<file path="src/rtl/uart_pkg.sv">
// Shared definitions for the UART transmit arbiter.
// Contents:
//   UART_DATA_W   - serial byte width
//   UART_TAG_BASE - default upper nibble source for the channel tag byte
//   arb_state_e   - arbiter FSM state encodings (tag states only reached with UART_ARB_TAG_EN)
//   tag_byte()    - builds the tag byte {base[7:4], channel id}
package uart_pkg;

    localparam int UART_DATA_W = 8;
    localparam logic [7:0] UART_TAG_BASE = 8'hA0;

    typedef enum logic [2:0] {
        ST_IDLE      = 3'd0,
        ST_TAG_START = 3'd1,
        ST_TAG_WAIT  = 3'd2,
        ST_START     = 3'd3,
        ST_WAIT      = 3'd4
    } arb_state_e;

    function automatic logic [7:0] tag_byte(input logic [7:0] base, input logic [3:0] id);
        return {base[7:4], id};
    endfunction

endpackage

</file>
<file path="src/rtl/uart_rr_pick.sv">
// Combinational round-robin picker.
// Ports:
//   req_valid [NUM_REQ] - requests
//   rr_ptr    [ID_W]    - highest-priority channel this round
//   grant_oh  [NUM_REQ] - one-hot winner (all-zero when no request)
//   grant_id  [ID_W]    - winner index
//   any       [1]       - at least one request present
module uart_rr_pick import uart_pkg::*; #(
    parameter int NUM_REQ = 4,
    parameter int ID_W    = 2
) (
    input  logic [NUM_REQ-1:0] req_valid,
    input  logic [ID_W-1:0]    rr_ptr,
    output logic [NUM_REQ-1:0] grant_oh,
    output logic [ID_W-1:0]    grant_id,
    output logic               any
);

    logic [ID_W-1:0] idx_s;
    logic            found_s;

    // Scan channels starting at rr_ptr, wrapping, and take the first valid one.
    always_comb begin
        grant_oh = '0;
        grant_id = '0;
        idx_s    = '0;
        found_s  = 1'b0;
        any      = |req_valid;
        for (int i = 0; i < NUM_REQ; i++) begin
            idx_s = ID_W'((int'(rr_ptr) + i) % NUM_REQ);
            if (!found_s && req_valid[idx_s]) begin
                found_s         = 1'b1;
                grant_id        = idx_s;
                grant_oh[idx_s] = 1'b1;
            end else begin
                found_s = found_s;
            end
        end
    end

endmodule

</file>
<file path="src/rtl/uart_tx_arbiter.sv">
// Round-robin scheduler sharing one uart_tx serializer between NUM_REQ byte
// producers. One byte is accepted per grant; the byte is handed to uart_tx with
// a one-cycle tx_start pulse and held on tx_data until tx_done.
// Optional feature macro: UART_ARB_TAG_EN - each grant first sends a tag byte
// {TAG_BASE[7:4], channel id}, then the payload byte.
// Ports:
//   clk, reset            - clock, synchronous active-high reset
//   req_valid [NUM_REQ]   - per-channel byte available
//   req_data  [8*NUM_REQ] - channel i byte at [8*i+7:8*i]
//   req_ready [NUM_REQ]   - one-hot accept, only in IDLE
//   tx_start, tx_data     - to uart_tx
//   tx_done               - completion pulse from uart_tx
//   busy                  - FSM not idle
//   gnt_id    [ID_W]      - channel currently/last granted
module uart_tx_arbiter import uart_pkg::*; #(
    parameter int         NUM_REQ  = 4,
    parameter int         ID_W     = 2,
    parameter logic [7:0] TAG_BASE = UART_TAG_BASE
) (
    input  logic                           clk,
    input  logic                           reset,
    input  logic [NUM_REQ-1:0]             req_valid,
    input  logic [UART_DATA_W*NUM_REQ-1:0] req_data,
    output logic [NUM_REQ-1:0]             req_ready,
    output logic                           tx_start,
    output logic [UART_DATA_W-1:0]         tx_data,
    input  logic                           tx_done,
    output logic                           busy,
    output logic [ID_W-1:0]                gnt_id
);

    arb_state_e             state_r, state_nxt_s;
    logic [ID_W-1:0]        rr_ptr_r;
    logic [UART_DATA_W-1:0] data_buf_r;
    logic                   tx_start_r;
    logic [UART_DATA_W-1:0] tx_data_r;
    logic                   busy_r;
    logic [ID_W-1:0]        gnt_id_r;

    logic [NUM_REQ-1:0]     grant_oh_s;
    logic [ID_W-1:0]        win_id_s;
    logic                   any_s;
    logic [UART_DATA_W-1:0] win_data_s;
    logic [UART_DATA_W-1:0] first_byte_s;
    logic [ID_W-1:0]        rr_next_s;
    logic                   accept_s;
    logic                   load_payload_s;

    uart_rr_pick #(
        .NUM_REQ (NUM_REQ),
        .ID_W    (ID_W)
    ) u_pick (
        .req_valid (req_valid),
        .rr_ptr    (rr_ptr_r),
        .grant_oh  (grant_oh_s),
        .grant_id  (win_id_s),
        .any       (any_s)
    );

    assign win_data_s = req_data[int'(win_id_s)*UART_DATA_W +: UART_DATA_W];
    assign rr_next_s  = (win_id_s == ID_W'(NUM_REQ - 1)) ? '0 : win_id_s + ID_W'(1);

`ifdef UART_ARB_TAG_EN
    assign first_byte_s = tag_byte(TAG_BASE, 4'(win_id_s));
`else
    logic unused_tag_s;
    assign unused_tag_s = ^TAG_BASE;
    assign first_byte_s = win_data_s;
`endif

    // Next-state logic; accept only happens from IDLE with a pending request.
    always_comb begin
        state_nxt_s    = state_r;
        accept_s       = 1'b0;
        load_payload_s = 1'b0;
        case (state_r)
            ST_IDLE: begin
                if (any_s) begin
                    accept_s = 1'b1;
`ifdef UART_ARB_TAG_EN
                    state_nxt_s = ST_TAG_START;
`else
                    state_nxt_s = ST_START;
`endif
                end else begin
                    state_nxt_s = ST_IDLE;
                end
            end
`ifdef UART_ARB_TAG_EN
            ST_TAG_START: state_nxt_s = ST_TAG_WAIT;
            ST_TAG_WAIT: begin
                if (tx_done) begin
                    state_nxt_s    = ST_START;
                    load_payload_s = 1'b1;
                end else begin
                    state_nxt_s = ST_TAG_WAIT;
                end
            end
`endif
            ST_START: state_nxt_s = ST_WAIT;
            ST_WAIT: begin
                if (tx_done) begin
                    state_nxt_s = ST_IDLE;
                end else begin
                    state_nxt_s = ST_WAIT;
                end
            end
            default: state_nxt_s = ST_IDLE;
        endcase
    end

    // State, pointer, byte buffer and registered uart_tx outputs.
    always_ff @(posedge clk) begin
        if (reset) begin
            state_r    <= ST_IDLE;
            rr_ptr_r   <= '0;
            data_buf_r <= '0;
            tx_start_r <= 1'b0;
            tx_data_r  <= '0;
            busy_r     <= 1'b0;
            gnt_id_r   <= '0;
        end else begin
            state_r    <= state_nxt_s;
            busy_r     <= (state_nxt_s != ST_IDLE);
            // Start states last exactly one cycle, so entering one is the pulse.
            tx_start_r <= (state_nxt_s == ST_START) || (state_nxt_s == ST_TAG_START);
            if (accept_s) begin
                data_buf_r <= win_data_s;
                gnt_id_r   <= win_id_s;
                rr_ptr_r   <= rr_next_s;
                tx_data_r  <= first_byte_s;
            end else if (load_payload_s) begin
                tx_data_r <= data_buf_r;
            end
        end
    end

    assign req_ready = ((state_r == ST_IDLE) && !reset) ? grant_oh_s : '0;
    assign tx_start  = tx_start_r;
    assign tx_data   = tx_data_r;
    assign busy      = busy_r;
    assign gnt_id    = gnt_id_r;

endmodule

</file>
<file path="config.mk">
export PLATFORM = sky130hd
export DESIGN_NAME = uart_tx_arbiter
export DESIGN_NICKNAME = d
export VERILOG_FILES = /design/src/rtl/uart_pkg.sv /design/src/rtl/uart_rr_pick.sv /design/src/rtl/uart_tx_arbiter.sv
export SDC_FILE = /design/constraint.sdc
export NUM_CORES = 1
export LEC_CHECK = 0
export ABC_AREA = 1
export CORE_MARGIN = 2
export CORE_UTILIZATION = 40
export CTS_CLUSTER_DIAMETER = 150
export DETAILED_ROUTE_END_ITERATION = 7
export PLACE_DENSITY = 0.76
export SETUP_SLACK_MARGIN = 0.15
export SYNTH_ARGS = -nofsm -noshare
export SYNTH_HDL_FRONTEND = slang
export SYNTH_SLANG_ARGS = --single-unit
</file>
<file path="constraint.sdc">
create_clock -name clk -period 3.7 [get_ports clk]
set_clock_uncertainty 0.1 [all_clocks]
set_input_delay 1.11 -clock clk [delete_from_list [all_inputs] [get_ports clk]]
set_output_delay 1.11 -clock clk [all_outputs]
set_load 0.005 [all_outputs]
</file>
### Word level (Yosys, flattened, before mapping)

Cells that the tools add are included.

* register bits: 17
* output and inout bits: 16
* word-level logic and storage cells: 77

* add/sub/neg operators: 4
* order comparisons: 8
* equality and inequality tests: 5
* shift operators: 1
* multiplexer cells: 34
* bitwise gates (word level): 3
* reduce and logical (&&, ||, !) cells: 16

Operator list (number)
* $shiftx A32 B6 Y8: 1
* $mux W4: 5
* $mux W1: 13
* $lt A2 B3 Y1 const B: 4
* $mux W2: 6
* $or A4 B4 Y4: 3
* $pmux W3 S3: 1
* $bmux W1 S2: 4
* $demux W1 S2: 4
* $ge A2 B1 Y1 const B: 4
* $logic_and A1 B1 Y1: 8
* $eq A3 B2 Y1 const B: 2
* $add A2 B1 Y2 const B: 2
* $add A2 B2 Y2 const B: 2
* $logic_not A1 Y1: 4
* $reduce_or A4 Y1: 1
* $eq A3 B1 Y1 const B: 1
* $eq A3 B3 Y1 const B: 1
* $logic_not A3 Y1: 1
* $mux W3: 1
* $reduce_bool A3 Y1: 1
* $eq A2 B2 Y1 const B: 1
* $logic_or A1 B1 Y1: 1

### Depth between registers and ports, before layout

* word-level depth: 14
* depth in mapped cells: 16
* depth with buffers taken out: 15

### Cells and area by module

From an unflattened synthesis, not the netlist that was laid out.

* cell total of the unflattened synthesis: 239
* area, all modules: 1472.7 um^2

Modules (own cells, without submodules)
* uart_tx_arbiter: instances 1, cells an instance 156, area each 938.4 um^2, sequential area each 320.3 um^2
* uart_rr_pick: instances 1, cells an instance 83, area each 534.3 um^2, sequential area each 0.0 um^2

### Worst setup path after synthesis

No wires, ideal clock.

* path type: input-to-output
* start: input req_valid[1]
* end: output req_ready[3]
* arrival time: 1.971 ns
* path slack: 0.519 ns
* stages: 9
* buffers on the path: 0
* path through: inv_1 -> nand2_1 -> nand3_4 -> nand2_8 -> nor2_8 -> nand2_4 -> o2111ai_1 -> nand2_1 -> inv_1

* cells in the longest elaborated chain, start to end: 13

Ends and longest elaborated chain
* start: declaration: RTL line uart_tx_arbiter.sv:22 `input logic [NUM_REQ-1:0] req_valid,`
* $bmux W1 S2: RTL line uart_rr_pick.sv:31 `if (!found_s && req_valid[idx_s]) begin`
* $mux W1 (not written as such): RTL line uart_rr_pick.sv:31
* $mux W1: RTL line uart_rr_pick.sv:31
* $logic_not A1 Y1: RTL line uart_rr_pick.sv:31
* $logic_and A1 B1 Y1: RTL line uart_rr_pick.sv:31
* $mux W1: RTL line uart_rr_pick.sv:31
* $logic_not A1 Y1: RTL line uart_rr_pick.sv:31
* $logic_and A1 B1 Y1: RTL line uart_rr_pick.sv:31
* $mux W1: RTL line uart_rr_pick.sv:31
* $logic_not A1 Y1: RTL line uart_rr_pick.sv:31
* $logic_and A1 B1 Y1: RTL line uart_rr_pick.sv:31
* $mux W4 *: RTL line uart_rr_pick.sv:31
* $mux W4 *: RTL line uart_tx_arbiter.sv:138 `assign req_ready = ((state_r == ST_IDLE) && !reset) ? grant_oh_s : '0;`
* end: declaration: RTL line uart_tx_arbiter.sv:24 `output logic [NUM_REQ-1:0] req_ready,`

Mark *: on every way between the ends. The rest lies on a longest branch, timed or not. The select of a mux whose other input is x is not followed.

### Worst setup path in the final report

* start: input req_valid[1]
* end: output req_ready[2]

Same word-level chain as after synthesis.

==> load_flow_metrics.sql <==
INSERT INTO impl_metrics (metric_group, metric, value, unit) VALUES
('outcome', 'status', 'complete, no violations', ''),
('yosys', 'synthDistinctLibCells', '30', ''),
('pwr', 'vdd_drop_max', '0.000318', 'V'),
('clock_tree', 'tritoncts.num_buffers', '3', ''),
('clock_tree', 'cts_htree_levels', '1', ''),
('job', 'max-cap-violations', '0', ''),
('grt', 'first_global_vias', '1887', ''),
('setup_path', 'timing.critical_path.slowest_stage_cell', 'o31ai_4', ''),
('setup_path', 'timing.critical_path.slowest_cell_delay', '210', 'ps'),
('route', 'ant_nets', '0', ''),
('sta', 'rsz0062_at_grt', 'yes', ''),
('sta', 'count_of_final_hold_check_violations', '0', ''),
('floorplanning', 'die_area', '0.00464', 'mm2'),
('setup_path', 'worst_setup_path_start_kind', 'input port', ''),
('finish', 'post_route_cells_drive_above_1_share', '0.297', ''),
('route', 'post_drt_wl_per_cell', '11.9', 'um'),
('finish', 'mostFrequentLayoutCells', '53 x inv_1, 51 x nand3_1, 46 x clkdlybuf4s50_1', ''),
('grt', 'initial_antenna_violation_count', '0', ''),
('clock_tree', 'clock_insertion_delay_worst_skew', '240', 'ps'),
('pwr', 'report.power.total', '2.02', 'mW'),
('clock_tree', 'clk_pin_slew', '60', 'ps'),
('setup_path', 'critPathArrivalTime', '2310', 'ps'),
('floorplanning', 'start_util', '0.414', ''),
('place', 'hpwlAfterDp', '3270', 'um'),
('floorplanning', 'num_rows', '23', ''),
('route', 'viasPerCell', '4.83', ''),
('floorplanning', 'core-area', '0.00397', 'mm2'),
('place', 'place.gp.congestion', '0.921', ''),
('yosys', 'yosysWarnings', '0', ''),
('setup_path', 'path_type_of_the_worst_setup_path', 'in -> out', ''),
('pwr', 'power_frac_clock', '0.076', ''),
('pwr', 'seqPwrFrac', '0.132', ''),
('sta', 'maxClockFrequency', '284', 'MHz'),
('route', 'router_iterations_before_antenna_repair', '4', ''),
('place', 'port-buffer-count', '54', ''),
('finish', 'most_frequent_standard_cell_in_the_layout_excluding_fill_and_tap_cells', 'inv_1', ''),
('sta', 'timing_worst_slew_pin_value', '387', 'ps'),
('clock_tree', 'root_buffer', 'clkbuf_8', ''),
('finish', 'area.growth.synth_to_final', '61.3', '%'),
('floorplanning', 'io_pins', '55', ''),
('pwr', 'power_switching_share', '0.490', ''),
('route', 'initial_drc_count', '114', ''),
('yosys', 'postSynthNetCount', '311', ''),
('yosys', 'syn_area_per_cell', '6.20', 'um2'),
('setup_path', 'critical_path.endpoint_type', 'output pin', ''),
('route', 'routed_wire_length', '4760', 'um'),
('pwr', 'cellLeakagePower', '1.43', 'nW'),
('floorplanning', 'die_w', '68.1', 'um'),
('yosys', 'synth.cell_area', '0.00164', 'mm2'),
('sta', 'finalWorstSetupSlack', '183', 'ps'),
('sta', 'finalSetupViolations', '0', ''),
('sta', 'slew_violations', '0', ''),
('yosys', 'ys_seq_elements', '16', ''),
('min_path', 'worst_hold_check_path_type', 'reg -> reg', ''),
('grt', 'grt_first_pass_wirelength', '8060', 'um'),
('place', 'placedInstanceArea', '0.00229', 'mm2'),
('finish', 'fillerInstances', '352', ''),
('yosys', 'seq_area_frac_synth', '0.195', ''),
('finish', 'finalInstanceArea', '0.00265', 'mm2'),
('setup_path', 'cp_cell_sequence', 'buf_8 > inv_6 > nand2_4 > nand3_4 > buf_6 > buf_6 > nand3_4 > buf_6 > o31ai_4 > o21ai_1 > inv_1 > buf_2', ''),
('pwr', 'share_comb_of_total_power', '0.793', ''),
('setup_path', 'crit_top_cell', 'buf_6', ''),
('yosys', 'post_synth_inst_count', '265', ''),
('grt', 'largest_net_degree_at_the_start_of_global_routing', '22', ''),
('sta', 'post-route-min-period', '3520', 'ps'),
('clock_tree', 'cts_tree', 'done', ''),
('finish', 'antenna_cells', '0', ''),
('clock_tree', 'cts.sinks', '16', ''),
('pwr', 'power-per-cell-area', '763', 'mW/mm2'),
('floorplanning', 'die_h', '68.1', 'um'),
('sta', 'max-slew-margin-rel', '0.739', ''),
('pwr', 'p_int', '1.03', 'mW'),
('place', 'pre_cts_ws', '-491', 'ps'),
('route', 'drc', '0', ''),
('finish', 'final_net_count', '397', ''),
('setup_path', 'required_time_at_the_worst_slack_endpoint', '2490', 'ps'),
('sta', 'setup_tns', '0', 'ps'),
('clock_tree', 'cts-root-to-sink-buffers', '2', ''),
('route', 'via_count', '1930', ''),
('grt', 'grt-ovfl-total', '0', ''),
('pwr', 'p_sw', '0.993', 'mW'),
('sta', 'timing.final.crit_share', '0.951', ''),
('sta', 'whs', '444', 'ps'),
('grt', 'grt.total_usage', '0.222', ''),
('setup_path', 'crit_fanout', '2', '');
timing repair:
item | CTS | global route
setup buffers | 18 | 3
pin swaps | 14 | 13
gates resized for setup | 58 | 21
endpoints found under the setup margin | 4 | 4
hold buffers | 0 | 0
state kept, by name (all words and copies together) (netlist names):
name	cells
tx_data	8
tx_start	1
rr_ptr_r	2
state_r	2
busy	1
gnt_id	2
final cells by class:
type | instances | area [um2] | area share
well taps | 50 | 62.6 | 0.0236
multi-input cells | 179 | 1130 | 0.425
repair buffers | 90 | 846 | 0.319
flip-flops and latches | 16 | 320 | 0.121
inverters | 61 | 241 | 0.0910
clock buffers | 4 | 55.1 | 0.0208
per-layer routing:
layer / track usage / part of all wire / vias to the layer above / routed length, um
met1: 0.255 / 0.41 / 876 / 1950
met3: 0.0576 / 0.068 / 0 / 323
li1: - / - / 984 / -
met4: 0.0300 / 0 / 0 / 0
met5: 0 / 0 / - / 0
met2: 0.416 / 0.52 / 70 / 2490
power groups by stage:
stage / sequential, mW / clock [mW] / combinational, mW
after floorplan: 0.281 / 0 / 0.953
after global placement: 0.269 / 0 / 1.30
after detailed placement: 0.269 / 0 / 1.32
after CTS: 0.267 / 0.157 / 1.53
after global routing: 0.273 / 0.163 / 1.77
final: 0.266 / 0.153 / 1.61
per-stage QoR:
step / utilization / std cells
2_1_floorplan: - / 265
3_3_place_gp: 0.578 / 375
3_5_place_dp: 0.578 / 375
4_1_cts: 0.647 / 397
5_1_grt: 0.668 / 400
6_report: 0.668 / 400
cell families (layout without fill, tap and decap cells):
family          Yosys count  in the layout  share of synthesized area
flops                    16             16                      0.195
compound gates           15             15                     0.0578
simple gates            157            157                      0.515
fa+ha+maj                 7              7                     0.0533
buf+inv                  70            155                      0.179
cells in the mapped netlist:
library cell	n	share of area
inv_1	58	0.13
nand3_1	54	0.16
nand2_1	45	0.10
nor2_1	24	0.055
dfxtp_1	16	0.19
nand2_2	15	0.057
ha_1	7	0.053
o21ai_0	5	0.015
nand2_4	4	0.027
a21oi_1	3	0.0091
a22oi_1	3	0.014
buf_6	3	0.021
clkbuf_1	3	0.0068
inv_2	3	0.0068
nand3_2	3	0.018
buf_4	2	0.0091
nand2_8	2	0.024
nand3_4	2	0.021
nor2_4	2	0.014
a21boi_0	1	0.0046
a21oi_2	1	0.0053
and3_1	1	0.0038
buf_2	1	0.0030
nand4_1	1	0.0038
nor2_2	1	0.0038
nor2_8	1	0.012
nor4_1	1	0.0038
o2111ai_1	1	0.0053
o31ai_1	1	0.0046
or2_2	1	0.0038
final timing paths:
kind                 from      endpoint  slack, ps  cells after the start
max          req_valid[1]  req_ready[2]        180                     12
min             gnt_id[0]     gnt_id[0]        440                      2
min reg2reg     gnt_id[0]     gnt_id[0]        440                      2
max reg2reg   rr_ptr_r[0]    tx_data[4]       1000                     16
critical path, delay by kind of cell:
family	cells	cell delay, ps
buffers and inverters	7	660
AO/OA/AOI/OAI	2	290
AND/OR/NAND/NOR	3	250
(Power assumes the default switching activity.)
